## config.mk

```make
export PLATFORM = sky130hd
export DESIGN_NAME = io_port_bank_flat
export DESIGN_NICKNAME = d
export VERILOG_FILES = /design/src/rtl/io_port_bank_if.sv /design/src/rtl/io_port_bank.sv /design/src/flat_wrapper.sv
export SDC_FILE = /design/constraint.sdc
export NUM_CORES = 1
export LEC_CHECK = 0
export CAP_MARGIN = 20
export CORE_MARGIN = 3
export CORE_UTILIZATION = 45
export DETAILED_ROUTE_END_ITERATION = 8
export HOLD_SLACK_MARGIN = 0.08
export PLACE_DENSITY = 0.74
export SYNTH_ARGS = -nofsm -noshare
export SYNTH_HDL_FRONTEND = slang
export SYNTH_SLANG_ARGS = --single-unit
export TNS_END_PERCENT = 20
```

## constraint.sdc

```tcl
create_clock -name clk -period 2.2 [get_ports clk]
set_input_delay 0.66 -clock clk [delete_from_list [all_inputs] [get_ports clk]]
set_output_delay 0.66 -clock clk [all_outputs]
set_load 0.005 [all_outputs]
```

## src/rtl/io_port_bank_if.sv

```systemverilog
// Datapath side of the I/O port bank: port select, write/read strobes and data.
interface io_port_bank_if #(
    parameter int DW   = 8,
    parameter int ID_W = 2
);
    logic [ID_W-1:0] id;
    logic            wr;
    logic [DW-1:0]   wdata;
    logic            rd;
    logic [DW-1:0]   rdata;

    modport master (output id, wr, wdata, rd, input rdata);
    modport slave  (input id, wr, wdata, rd, output rdata);
endinterface

```

## src/rtl/io_port_bank.sv

```systemverilog
// Parametrised I/O port bank: synchronised inputs, output registers, and (with
// IO_PORT_IRQ_EN defined) per-port change flags with a masked priority interrupt.
module io_port_bank #(
    parameter int NPORTS = 4,
    parameter int DW     = 8,
    parameter int ID_W   = 2
) (
    input  logic                 clk,
    input  logic                 reset,
    io_port_bank_if.slave        bus,
    input  logic [NPORTS*DW-1:0] ein,
    output logic [NPORTS*DW-1:0] sout,
    input  logic [NPORTS-1:0]    imask,
    output logic [NPORTS-1:0]    pend,
    output logic                 irq,
    output logic [ID_W-1:0]      irq_id
);
    logic [NPORTS*DW-1:0] sync1;
    logic [NPORTS*DW-1:0] sync2;
    logic [NPORTS-1:0]    sel;

    // An out-of-range id matches no port, so wr, rd and rdata all fall away.
    always_comb begin
        sel = '0;
        for (int i = 0; i < NPORTS; i++)
            sel[i] = (bus.id == ID_W'(i));
    end

    always_ff @(posedge clk) begin
        if (!reset) begin
            sync1 <= '0;
            sync2 <= '0;
            sout  <= '0;
        end else begin
            sync1 <= ein;
            sync2 <= sync1;
            for (int i = 0; i < NPORTS; i++)
                if (bus.wr && sel[i])
                    sout[i*DW +: DW] <= bus.wdata;
        end
    end

    always_comb begin
        bus.rdata = '0;
        for (int i = 0; i < NPORTS; i++)
            if (sel[i])
                bus.rdata = sync2[i*DW +: DW];
    end

`ifdef IO_PORT_IRQ_EN
    logic [NPORTS*DW-1:0] prev;
    logic [1:0]           warm;
    logic                 warm_done;
    logic [NPORTS-1:0]    chg;
    logic [NPORTS-1:0]    clr;
    logic [NPORTS-1:0]    masked;
    logic [ID_W-1:0]      low_id;

    assign warm_done = (warm == 2'd3);
    assign clr       = sel & {NPORTS{bus.rd}};
    assign masked    = pend & imask;

    always_comb begin
        chg = '0;
        for (int i = 0; i < NPORTS; i++)
            chg[i] = (sync2[i*DW +: DW] != prev[i*DW +: DW]);
    end

    always_comb begin
        low_id = '0;
        for (int i = NPORTS - 1; i >= 0; i--)
            if (masked[i])
                low_id = ID_W'(i);
    end

    // Set has priority over the acknowledge so a change landing on the ack edge survives.
    always_ff @(posedge clk) begin
        if (!reset) begin
            prev   <= '0;
            warm   <= 2'd0;
            pend   <= '0;
            irq    <= 1'b0;
            irq_id <= '0;
        end else begin
            prev <= sync2;
            if (!warm_done)
                warm <= warm + 2'd1;
            pend   <= (pend & ~clr) | (chg & {NPORTS{warm_done}});
            irq    <= |masked;
            irq_id <= low_id;
        end
    end
`else
    logic unused_in;
    assign unused_in = ^{bus.rd, imask};
    assign pend      = '0;
    assign irq       = 1'b0;
    assign irq_id    = '0;
`endif
endmodule

```

## src/flat_wrapper.sv

```systemverilog
// flat-port wrapper written by rule: the top's interface ports become plain ports
module io_port_bank_flat 
#(
    parameter int NPORTS = 4,
    parameter int DW     = 8,
    parameter int ID_W   = 2
)
  (clk, reset, ein, sout, imask, pend, irq, irq_id, bus_id, bus_wr, bus_wdata, bus_rd, bus_rdata);
  io_port_bank_if #(.DW(DW), .ID_W(ID_W)) bus_i ();
  input  logic clk;
  input  logic reset;
  input  logic [NPORTS*DW-1:0] ein;
  output logic [NPORTS*DW-1:0] sout;
  input  logic [NPORTS-1:0] imask;
  output logic [NPORTS-1:0] pend;
  output logic irq;
  output logic [ID_W-1:0] irq_id;
  input wire logic [$bits(bus_i.id)-1:0] bus_id;
  input wire logic [$bits(bus_i.wr)-1:0] bus_wr;
  input wire logic [$bits(bus_i.wdata)-1:0] bus_wdata;
  input wire logic [$bits(bus_i.rd)-1:0] bus_rd;
  output wire logic [$bits(bus_i.rdata)-1:0] bus_rdata;
  assign bus_i.id = bus_id;
  assign bus_i.wr = bus_wr;
  assign bus_i.wdata = bus_wdata;
  assign bus_i.rd = bus_rd;
  assign bus_rdata = bus_i.rdata;
  io_port_bank #(.NPORTS(NPORTS), .DW(DW), .ID_W(ID_W)) u_core (.clk(clk), .reset(reset), .bus(bus_i), .ein(ein), .sout(sout), .imask(imask), .pend(pend), .irq(irq), .irq_id(irq_id));
endmodule
```

==> metrics, run 1 <==
I/O pin count 97; Post-Syn Area roughly 0.0032 mm²; Sink Count between 90 and 100; gr usage total 0.148; worst vdd ir around 0.44 mV; Antenna Nets Post-Route 0; worst clock skew between 3 and 4 ps; sequential fraction of the synthesis area 0.609; TNS Setup 0 ps; Max Freq 459 MHz; CTS root buf clkbuf_8; clock power share 0.344; Final GP Congestion between 0.7 and 0.8; grt ovf 0; die area just over 0.008 mm²; Net Switching approximately 710 µW; final total power 3.25 mW; CTS tree done; Setup crit start kind input pin; Longest Clk Path Bufs 2; syn avg cell area 11.7 µm²; worst hold path type reg -> reg; global-route wire length before repair between 9000 and 10000 µm; Antenna diodes 0; leading area contributor after synthesis dfxtp_1; slew at the pin closest to its max-slew limit between 500 and 600 ps; final WL 5800 µm; Synth cell types 13; Req. time, crit path around 1500 ps; crit path DAT ~1500 ps; Reg power frac 0.563; initial DRC count 44; vias per inst 4.43; Die X approximately 90 µm; Final Non-Filler Cells approximately 460; CP Capture Type output pin; Leak approximately 1.8 nW; Area Growth Syn to Fin 36.7%; fin crit share 0.991; fin. max-slew vios 0; cell area after layout between 0.004 and 0.005 mm²; combinational share of power 0.093; final hold violation count 0; H-tree depth 3; top cell type's share of synthesized area 0.609; initial antenna violation count 0; MaxCap Viol Count 0; nets slightly above 400; Final min period around 2200 ps; initial core utilization 0.481; Clk pin slew, worst setup/hold paths around 90 ps; vias in the first global route between 1500 and 2000; Clk Latency, worst-skew pair 340 ps; ranking of synthesized cells by area dfxtp_1 61%, and2_1 13%, mux2i_1 10%, mux4_2 5.7%, nand2_1 4.8%; Synth Warn # 0; setup violators final 0; CP max FO 6; TritonCTS Buffers 9; placed cells 437; Placed Area approximately 0.0041 mm²; Multi-input gate area approximately 0.0011 mm²; WS Path Type in -> out; synthesized instance count 270; Core ar. 0.00657 mm²; #FFs+latches synth 96; Die Ht 89.8 µm; # fillers 529; Register Area 0.00192 mm²; Place WS -782 ps; HPWL Detailed around 4000 µm; I/O Buffers 84; Hold Slack roughly 430 ps; status finished, final reports clean; Power per Cell Area 753 mW/mm²; Cell Int Power between 2 and 3 mW; setup ws final between 15 and 20 ps; WL per Instance about 13 µm; sw frac 0.219; ratio of cells with drive above 1 in the final layout 0.129; DRC 0; Final Util 0.657; First-pass DRT Iterations 4; Cell Rows 29; r2r setup slk about 1600 ps; relative slew slack 0.634; unrepaired setup endpoints after global routing true; CTS hold repair buffers 0; DR vias about 2000; largest net degree at the start of global routing 65
critical path, cell delays in order:
cell and delay (ps):
buf_12 90, buf_12 110, mux4_2 520, buf_6 140
worst paths after layout:
check | cells past startpoint | startpoint | to
setup / recovery | 4 | bus_id[0] | bus_rdata[3]
setup reg to reg | 2 | u_core.sout[2] | u_core.sout[2]
hold / removal | 1 | u_core.sync1[18] | u_core.sync2[18]
hold reg to reg | 1 | u_core.sync1[18] | u_core.sync2[18]
layout make-up:
cell class              instances  area share
repair buffers                 98       0.226
flip-flops and latches         96       0.445
clock inverters                 6      0.0154
well taps                      93      0.0270
multi-input cells             155       0.257
clock buffers                  10      0.0296
synthesized netlist by cell type:
cell type   n
and2_1     64
buf_2       3
buf_6       1
or3b_1      1
nand3b_1    2
nand2_1    40
mux4_2      8
conb_1      1
and3_2      1
mux2i_1    32
dfxtp_1    96
clkbuf_1    9
buf_4      12
kinds of logic after synthesis:
group,after synthesis,share of synthesized area
other,1,0.00119
AND/OR/NAND/NOR,108,0.184
multiplexers,40,0.158
flip-flops,96,0.609
buffers and inverters,25,0.0475
per-layer routing:
metal	track usage	vias to the layer above	share of wire
li1	-	1029	-
met1	0.172	945	0.43
met2	0.256	45	0.51
met3	0.0359	8	0.042
met4	0.0728	0	0.016
met5	0	-	0
power by group through the flow:
stage / registers, mW / clock network (mW) / logic [mW]
after floorplan: 1.87 / 0 / 0.138
after global placement: 1.87 / 0 / 0.293
after detailed placement: 1.87 / 0 / 0.299
after CTS: 1.83 / 1.15 / 0.308
after global routing: 1.84 / 1.23 / 0.328
final: 1.83 / 1.12 / 0.301
cells in the final DEF (no fill, tap or decap), drive strengths merged:
master          n
clkdlybuf4s15   2
and3            1
dfxtp          96
or3b            1
clkbuf         11
buf            22
mux2i          32
conb            7
nand2          40
inv             2
clkdlybuf4s50  73
nand3b          2
mux4            8
bufinv          1
clkinv          3
and2           64
repair_timing:
item	4_1_cts	5_1_grt
resized for setup	37	3
hold endpoints to repair	0	0
setup buffers	6	0
endpoints found under the setup margin	8	8
sequential cells by signal (all words and copies together) (netlist names):
| register | count |
|---|---|
| u_core.sync1 | 32 |
| u_core.sync2 | 32 |
| u_core.sout | 32 |
No activity file was read; power rests on OpenSTA's default activity.
==> run 2: changes to the inputs <==
HOLD_SLACK_MARGIN = 0.06   (was 0.08)
==> results of run 2 <==
Final layout, timing and power as in run 1 (identical DEF).
==> run 3: changes to the inputs <==
CAP_MARGIN = 25   (was 20)
REMOVE_ABC_BUFFERS = 1   (was unset)
==> metrics, run 3 (synthesis gave the netlist of run 1 again) <==
Die X 89.8 µm; vias per inst 4.37; hold path start u_core.sync1[29]; Sink Count between 90 and 100; combinational share of power 0.090; gr usage total 0.145; biggest regs u_core.sout x32, u_core.sync1 x32, u_core.sync2 x32; First-pass DRT Iterations 4; fin. max-slew vios 0; Cell Rows 29; vias in the first global route around 2000; Antenna diodes 0; DR vias 1997; Antenna Nets Post-Route 0; Final GP Congestion around 0.75; worst hold path type reg -> reg; Core ar. around 0.0066 mm²; initial antenna violation count 0; H-tree depth 3; final total power between 3 and 4 mW; sw frac 0.216; CTS root buf clkbuf_8; Setup crit start kind input pin; crit path DAT ~1600 ps; Longest Clk Path Bufs 2; CP max FO 3; I/O Buffers between 80 and 90; WS Path Type in -> out; placed cells ~440; Die Ht between 80 and 90 µm; Power per Cell Area approximately 760 mW/mm²; commonest non-fill, non-tap cell in the layout dfxtp_1; final WL approximately 5800 µm; Hold Slack 426 ps; Net Switching between 700 and 800 µW; Clk Latency, worst-skew pair about 350 ps; reg2reg start u_core.sout[18]; grt ovf 0; clock power share 0.350; failing checks negative setup slack; Area Growth Syn to Fin 36.3%; commonest non-fill, non-tap cells in the layout 96 x dfxtp_1, 73 x clkdlybuf4s50_1, 64 x and2_1; largest net degree at the start of global routing approximately 110; Clk pin slew, worst setup/hold paths ~100 ps; status finished, violations left; HPWL Detailed roughly 3900 µm; Req. time, crit path roughly 1500 ps; CP startpoint bus_id[0]; unrepaired setup endpoints after global routing true; global-route wire length before repair a little over 9000 µm; initial DRC count 33; CP Capture Type output pin; worst vdd ir between 0.4 and 0.5 mV; Final min period between 2000 and 2500 ps; worst clock skew between 10 and 15 ps; ratio of cells with drive above 1 in the final layout 0.132; Leak 1.84 nW; setup ws final -32.5 ps; Reg power frac 0.560; die area between 0.008 and 0.009 mm²; Cell Int Power 2.57 mW; r2r setup slk about 1600 ps; WL per Instance 12.7 µm; Final Non-Filler Cells 457; fin crit share 1.01; setup violators final 4; CTS tree done; I/O pin count 97; nets approximately 400; Max Freq roughly 450 MHz; CTS hold repair buffers 0; final hold violation count 0; initial core utilization 0.481; TritonCTS Buffers 9; DRC 0; MaxCap Viol Count 0
run 3: what timing repair did:
action,CTS,global route
setup endpoints to repair,8,8
buffers inserted,3,0
gates resized for setup,39,5
run 3: through the flow:
stage                     worst slack [ps]  utilization  cell area [µm²]  setup TNS (ps)
final                                -32.5        0.656             4310           -79.9
after detailed placement              -766        0.622             4080           -6010
after CTS                            -38.2        0.658             4320            -178
after global placement                -759        0.622             4080           -5810
after floorplan                        402            -             3030               0
after global routing                 -59.6        0.656             4310            -214
run 3: path summary, 6_finish.rpt:
kind / end / cells past startpoint
min reg2reg: u_core.sync2[29] / 1
max reg2reg: u_core.sout[18] / 2
min: u_core.sync2[29] / 1
max: bus_rdata[2] / 5
run 3: cell type report:
type,count,area [µm²]
Timing Repair Buffer,97,953
Clock inverter,5,63.8
Multi-Input combinational cell,155,1110
Tap cell,93,116
Fill cell,528,2260
Clock buffer,11,141
Sequential cell,96,1920
run 3: critical path, cell delays in order:
cell and delay (ps):
buf_8 70, buf_6 90, buf_6 110, mux4_2 500, buf_6 140
run 3: per-layer routing:
layer  part of all wire  GRT usage  vias up
li1                   -          -     1023
met1               0.41      0.161      911
met2               0.51      0.250       47
met3              0.043     0.0384       16
met4              0.035     0.0843        0
met5                  0          0        -
run 3: power by group through the flow:
stage	Sequential [mW]	Combinational [mW]	Clock [mW]
4_1_cts	1.83	0.300	1.19
2_1_floorplan	1.87	0.0963	0
3_5_place_dp	1.87	0.294	0
3_3_place_gp	1.87	0.290	0
6_report	1.83	0.294	1.15
5_1_grt	1.84	0.320	1.26
